==> src/rtl/vga_scan_controller.sv <==
// vga_scan_controller
// Raster timing generator for a 640x480@60 display. It produces the
// row-major frame-buffer address, latches the effect code at frame
// boundaries only, and re-aligns sync/blanking with the processed pixel
// that returns PIPE_LAT pixel ticks after its address was issued.
module vga_scan_controller #(
   parameter int H_ACTIVE = 640,
   parameter int H_FP     = 16,
   parameter int H_SYNC   = 96,
   parameter int H_BP     = 48,
   parameter int V_ACTIVE = 480,
   parameter int V_FP     = 10,
   parameter int V_SYNC   = 2,
   parameter int V_BP     = 33,
   parameter int PIPE_LAT = 2
) (
   input  logic        clk,
   input  logic        rst,
   input  logic        pix_en,
   input  logic [2:0]  mode_req,
   input  logic [11:0] ripe_color,
   output logic [18:0] picture_addr,
   output logic [2:0]  state_info,
   output logic        hsync,
   output logic        vsync,
   output logic [3:0]  vga_r,
   output logic [3:0]  vga_g,
   output logic [3:0]  vga_b,
   output logic        frame_start
);

   localparam int H_TOTAL = H_ACTIVE + H_FP + H_SYNC + H_BP;
   localparam int V_TOTAL = V_ACTIVE + V_FP + V_SYNC + V_BP;
   localparam int HW      = $clog2(H_TOTAL);
   localparam int VW      = $clog2(V_TOTAL);

   localparam logic [HW-1:0] H_LAST     = HW'(H_TOTAL - 1);
   localparam logic [VW-1:0] V_LAST     = VW'(V_TOTAL - 1);
   localparam logic [HW-1:0] H_ACT_END  = HW'(H_ACTIVE);
   localparam logic [VW-1:0] V_ACT_END  = VW'(V_ACTIVE);
   localparam logic [HW-1:0] HS_BEGIN   = HW'(H_ACTIVE + H_FP);
   localparam logic [HW-1:0] HS_END     = HW'(H_ACTIVE + H_FP + H_SYNC);
   localparam logic [VW-1:0] VS_BEGIN   = VW'(V_ACTIVE + V_FP);
   localparam logic [VW-1:0] VS_END     = VW'(V_ACTIVE + V_FP + V_SYNC);
   localparam logic [18:0]   LAST_ADDR  = 19'(H_ACTIVE * V_ACTIVE - 1);
   localparam logic [2:0]    MODE_RESET = 3'b110;

   logic [HW-1:0]       h_cnt;
   logic [VW-1:0]       v_cnt;
   logic [18:0]         addr_cnt;
   logic                h_wrap;
   logic                frame_wrap;
   logic                act;
   logic                hs_raw;
   logic                vs_raw;
   logic [PIPE_LAT-1:0] act_d;
   logic [PIPE_LAT-1:0] hs_d;
   logic [PIPE_LAT-1:0] vs_d;

   // Decode raster position: wraps, active window and raw (undelayed) syncs.
   always_comb begin
      h_wrap     = (h_cnt == H_LAST);
      frame_wrap = pix_en && h_wrap && (v_cnt == V_LAST);
      act        = (h_cnt < H_ACT_END) && (v_cnt < V_ACT_END);
      hs_raw     = !((h_cnt >= HS_BEGIN) && (h_cnt < HS_END));
      vs_raw     = !((v_cnt >= VS_BEGIN) && (v_cnt < VS_END));
   end

   // Horizontal and vertical position counters, advancing one pixel per tick.
   always_ff @(posedge clk or posedge rst) begin
      if (rst) begin
         h_cnt <= '0;
         v_cnt <= '0;
      end else if (pix_en) begin
         if (h_wrap) begin
            h_cnt <= '0;
            v_cnt <= (v_cnt == V_LAST) ? '0 : v_cnt + VW'(1);
         end else begin
            h_cnt <= h_cnt + HW'(1);
         end
      end
   end

   // Incremental row-major address: steps on active pixels, saturates on the
   // last pixel so it holds through vertical blanking, clears at frame wrap.
   always_ff @(posedge clk or posedge rst) begin
      if (rst) begin
         addr_cnt <= 19'd0;
      end else if (pix_en) begin
         if (frame_wrap) begin
            addr_cnt <= 19'd0;
         end else if (act && (addr_cnt != LAST_ADDR)) begin
            addr_cnt <= addr_cnt + 19'd1;
         end
      end
   end

   assign picture_addr = addr_cnt;

   // Delay line matching the buffer-read plus core latency for act and syncs.
   always_ff @(posedge clk or posedge rst) begin
      if (rst) begin
         act_d <= '0;
         hs_d  <= '1;
         vs_d  <= '1;
      end else if (pix_en) begin
         act_d[0] <= act;
         hs_d[0]  <= hs_raw;
         vs_d[0]  <= vs_raw;
         for (int i = 1; i < PIPE_LAT; i++) begin
            act_d[i] <= act_d[i-1];
            hs_d[i]  <= hs_d[i-1];
            vs_d[i]  <= vs_d[i-1];
         end
      end
   end

   // Pin register: syncs and blank-gated colour leave together.
   always_ff @(posedge clk or posedge rst) begin
      if (rst) begin
         hsync <= 1'b1;
         vsync <= 1'b1;
         vga_r <= 4'd0;
         vga_g <= 4'd0;
         vga_b <= 4'd0;
      end else if (pix_en) begin
         hsync <= hs_d[PIPE_LAT-1];
         vsync <= vs_d[PIPE_LAT-1];
         if (act_d[PIPE_LAT-1]) begin
            vga_r <= ripe_color[11:8];
            vga_g <= ripe_color[7:4];
            vga_b <= ripe_color[3:0];
         end else begin
            vga_r <= 4'd0;
            vga_g <= 4'd0;
            vga_b <= 4'd0;
         end
      end
   end

   // Frame-boundary mode latch; frame_start is a single-clk strobe, so it is
   // refreshed every clk rather than held across disabled ticks.
   always_ff @(posedge clk or posedge rst) begin
      if (rst) begin
         state_info  <= MODE_RESET;
         frame_start <= 1'b0;
      end else begin
         frame_start <= frame_wrap;
         if (frame_wrap) begin
            state_info <= mode_req;
         end
      end
   end

endmodule

==> config.mk <==
export PLATFORM = sky130hd
export DESIGN_NAME = vga_scan_controller
export DESIGN_NICKNAME = d
export VERILOG_FILES = /design/src/rtl/vga_scan_controller.sv
export SDC_FILE = /design/constraint.sdc
export NUM_CORES = 1
export LEC_CHECK = 0
export BUFFER_PORTS_ARGS = -buffer_cell sky130_fd_sc_hd__buf_2
export CAP_MARGIN = 25
export CORE_ASPECT_RATIO = 0.7
export CORE_MARGIN = 5
export CORE_UTILIZATION = 50
export CTS_CLUSTER_SIZE = 16
export DETAILED_ROUTE_END_ITERATION = 16
export PLACE_DENSITY = 0.76
export SETUP_SLACK_MARGIN = 0.1
export SLEW_MARGIN = 20
export SYNTH_ARGS = -nofsm -noshare
export SYNTH_HDL_FRONTEND = slang
export SYNTH_SLANG_ARGS = --single-unit
==> constraint.sdc <==
create_clock -name clk -period 2.1 [get_ports clk]
set_clock_uncertainty 0.1 [all_clocks]
set_input_delay 0.105 -clock clk [delete_from_list [all_inputs] [get_ports clk]]
set_output_delay 0.105 -clock clk [all_outputs]
set_load 0.1 [all_outputs]
==> results by group <==
Critical path
  • Critical path endpoint category: register
  • Max incr delay on CP: roughly 0.54 ns
  • Critical Path AT: 2.07 ns
  • Crit path cell chain: ha_2 > nand4_2 > or4_4 > nor4b_4 > xnor2_1 > nor2_1
  • Critical path launch point: h_cnt[1]
  • Worst-path fanout max: 4
  • Worst Path Required: around 2.2 ns
  • CP bufs+invs: 0
  • CP top delay family: simple AND/OR/NAND/NOR gates
  • Reg2reg start: h_cnt[1]
  • Critical Path Source Type: register
  • CP max stage cell: or4_4
  • Critical path class: register to register

Pwr
  • Max VDD drop: 0.463 mV
  • P per Cell Area: 905 nW/um^2
  • Leak: 2.00 nW
  • Total power: 3.68 mW

Synth
  • Synth unique cells: 53
  • Post-synth top area share: 0.455
  • Gate Count Post-Synth: 290
  • Cell taking the most area after synthesis: dfrtp_1
  • Top cells by area, synth: dfrtp_1 (45%), dfstp_2 (6.9%), nand2_1 (5.8%)
  • Number of enable flip-flop cells after synthesis: 0
  • Syn_area_per_cell: 10.4 sq um
  • Synth warn: 0
  • Ys flop type: dfrtp_1
  • FFs w/ async S/R, synth: 1.00
  • Syn nets: 313
  • Register area share after synthesis: 0.524
  • Post-synthesis cell area: 3030 sq um
  • Yosys reg bits: 63

Floorplan
  • Die area: 7730 sq um
  • Die Y: 75.1 microns
  • Core area: roughly 5800 sq um
  • Initial Util: 0.521
  • Die width: 103 microns
  • Row count: 23
  • Top Ports: 55

Outcome
  • Outcome: finished, final reports clean

Final layout
  • ANT cells: 0
  • Multi-input gate area in the final layout: approximately 1400 sq um
  • Register area: ~1600 sq um
  • Final Cell Area: 4070 sq um
  • Finished Layout Cells: 473
  • Layout cell share with drive strength beyond 1: 0.387
  • Fin nets: 416
  • Fill count: about 420
  • Area Overhead vs Synth: 34.3%
  • Final Core Density: 0.699

Global route
  • Initial antenna violation count: 0
  • Vias in the first global route: 2264
  • Global route overflow: 0
  • Largest net degree at the start of global routing: 35
  • First-pass GRT wire length: 10900 microns
  • Gr usage total: 0.186

Timing
  • RSZ-0062 raised after global routing: true
  • Finish-stage setup viols: 0
  • Final period utilization: 0.926
  • Minimum clock period: 1.94 ns
  • Fmax: 514 MHz
  • WHS: 0.0669 ns
  • Max-slew headroom: 0.571
  • Max-slew violations: 0
  • Worst-Margin Slew: 0.643 ns
  • Final Hold Fails: 0

Detailed routing
  • Initial drt markers: 87
  • DRT Wirelength: between 6000 and 7000 microns
  • Drt first pass iters: 4
  • Vias post-DR: ~2400
  • Wire per inst: 14.6 microns
  • Drc violations: 0
  • ANT nets after route: 0
  • Post-DR vias/cell: 5.18

Clock network
  • Clock latency at the later pin of the worst-skew pair: 0.34 ns
  • Root Driver: clkbuf_8
  • CTS Buf Count: 9
  • Max H-tree Level: 3
  • Clk buf depth: 2
  • Clk sinks: 63
  • CTS tree: built
  • Clock transition at path regs: 0.07 ns

Worst hold path
  • Worst hold-check path type: input port to register
  • Hold wc startpoint: pix_en

Placement
  • Placement Cell Area: approximately 3600 sq um
  • GPL Wtd Cong: 0.800
  • Number of port buffers: 54
  • Detailed placement HPWL: 4730 microns
  • Placed Instances: 430

Flow run
  • Max-cap violations: 0
-- synth_stat cells (2+ instances only) --
master,n
dfrtp_1,55
nand2_1,47
inv_1,22
o21ai_0,21
nor2_1,17
xnor2_1,15
nand3_1,9
nand4_1,9
and3_1,8
dfstp_2,8
mux2i_1,8
ha_1,5
mux2_2,5
o31ai_1,5
a21oi_1,4
clkbuf_1,4
xor2_1,4
nand4_2,3
buf_2,2
nand2b_1,2
nand4b_1,2
nor3_1,2
nor4_1,2
or4_1,2
-- tightest hold or removal path, cell delays in order --
cell and delay (ns):
buf_2 0.13, buf_4 0.18, a31oi_1 0.08
-- cell families (layout without fill, tap and decap cells) --
group,after synthesis,in the layout,share of synthesized area
simple gates,119,119,0.224
flops,63,63,0.524
compound gates,42,42,0.0947
buf+inv,29,137,0.0368
xor+xnor,19,19,0.0550
mux,13,13,0.0451
fa+ha+maj,5,5,0.0207
-- metrics by stage --
step / setup WS (ns) / setup TNS, ns
final: 0.156 / 0
after global routing: 0.0127 / 0
after CTS: 0.0910 / 0
after detailed placement: 0.0691 / 0
after global placement: 0.129 / 0
after floorplan: -0.166 / -1.55
-- what timing repair did --
action | in CTS | in global routing
endpoints found under the setup margin | 15 | 27
pin swaps | 1 | 4
resized for setup | 2 | 8
hold buffers | 16 | 0
buffers inserted | 0 | 11
gates cloned | 0 | 0
hold endpoints to repair | 36 | 0
-- power by group --
group          switching, mW  internal, mW
combinational          0.804         0.293
sequential             0.206          1.37
clock                  0.462         0.543
-- routing by layer --
| metal | GRT usage | vias to the layer above | part of all wire |
|---|---|---|---|
| met2 | 0.274 | 67 | 0.45 |
| met3 | 0.0491 | 9 | 0.058 |
| met4 | 0.0733 | 0 | 0.013 |
| met1 | 0.265 | 1148 | 0.48 |
| li1 | - | 1225 | - |
| met5 | 0 | - | 0 |
-- area by class of cell --
type	count	area share
Sequential cell	63	0.396
Clock buffer	10	0.0314
Clock inverter	6	0.0151
Timing Repair Buffer	99	0.163
Inverter	22	0.0203
Multi-Input combinational cell	198	0.351
Tap cell	75	0.0231
-- registers in the layout, indices dropped and copies added, names as in the netlist --
register,count
picture_addr,19
h_cnt,10
v_cnt,10
vga_b,4
vga_g,4
vga_r,4
state_info,3
act_d,2
hs_d,2
vs_d,2
frame_start,1
hsync,1
vsync,1
-- cell usage in the layout (no fill, tap or decap), drive strengths merged, types with 10 or more instances in the layout --
cell and count:
nor2 18, clkbuf 10, nand2 47, nand4 12, dlygate4sd3 16, o21ai 21
dfrtp 55, inv 22, buf 83, xnor2 15
-- path summary, 6_finish.rpt --
kind | to | slack, ns | cells past startpoint
hold / removal | vs_d[0] | 0.07 | 3
max in group asynchronous | picture_addr[10] | 0.99 | 4
setup / recovery | v_cnt[9] | 0.16 | 6
min in group asynchronous | v_cnt[6] | 0.30 | 3
setup reg to reg | v_cnt[9] | 0.16 | 6
hold reg to reg | state_info[2] | 0.36 | 2
Note: power is estimated with default switching activity, not from simulation.
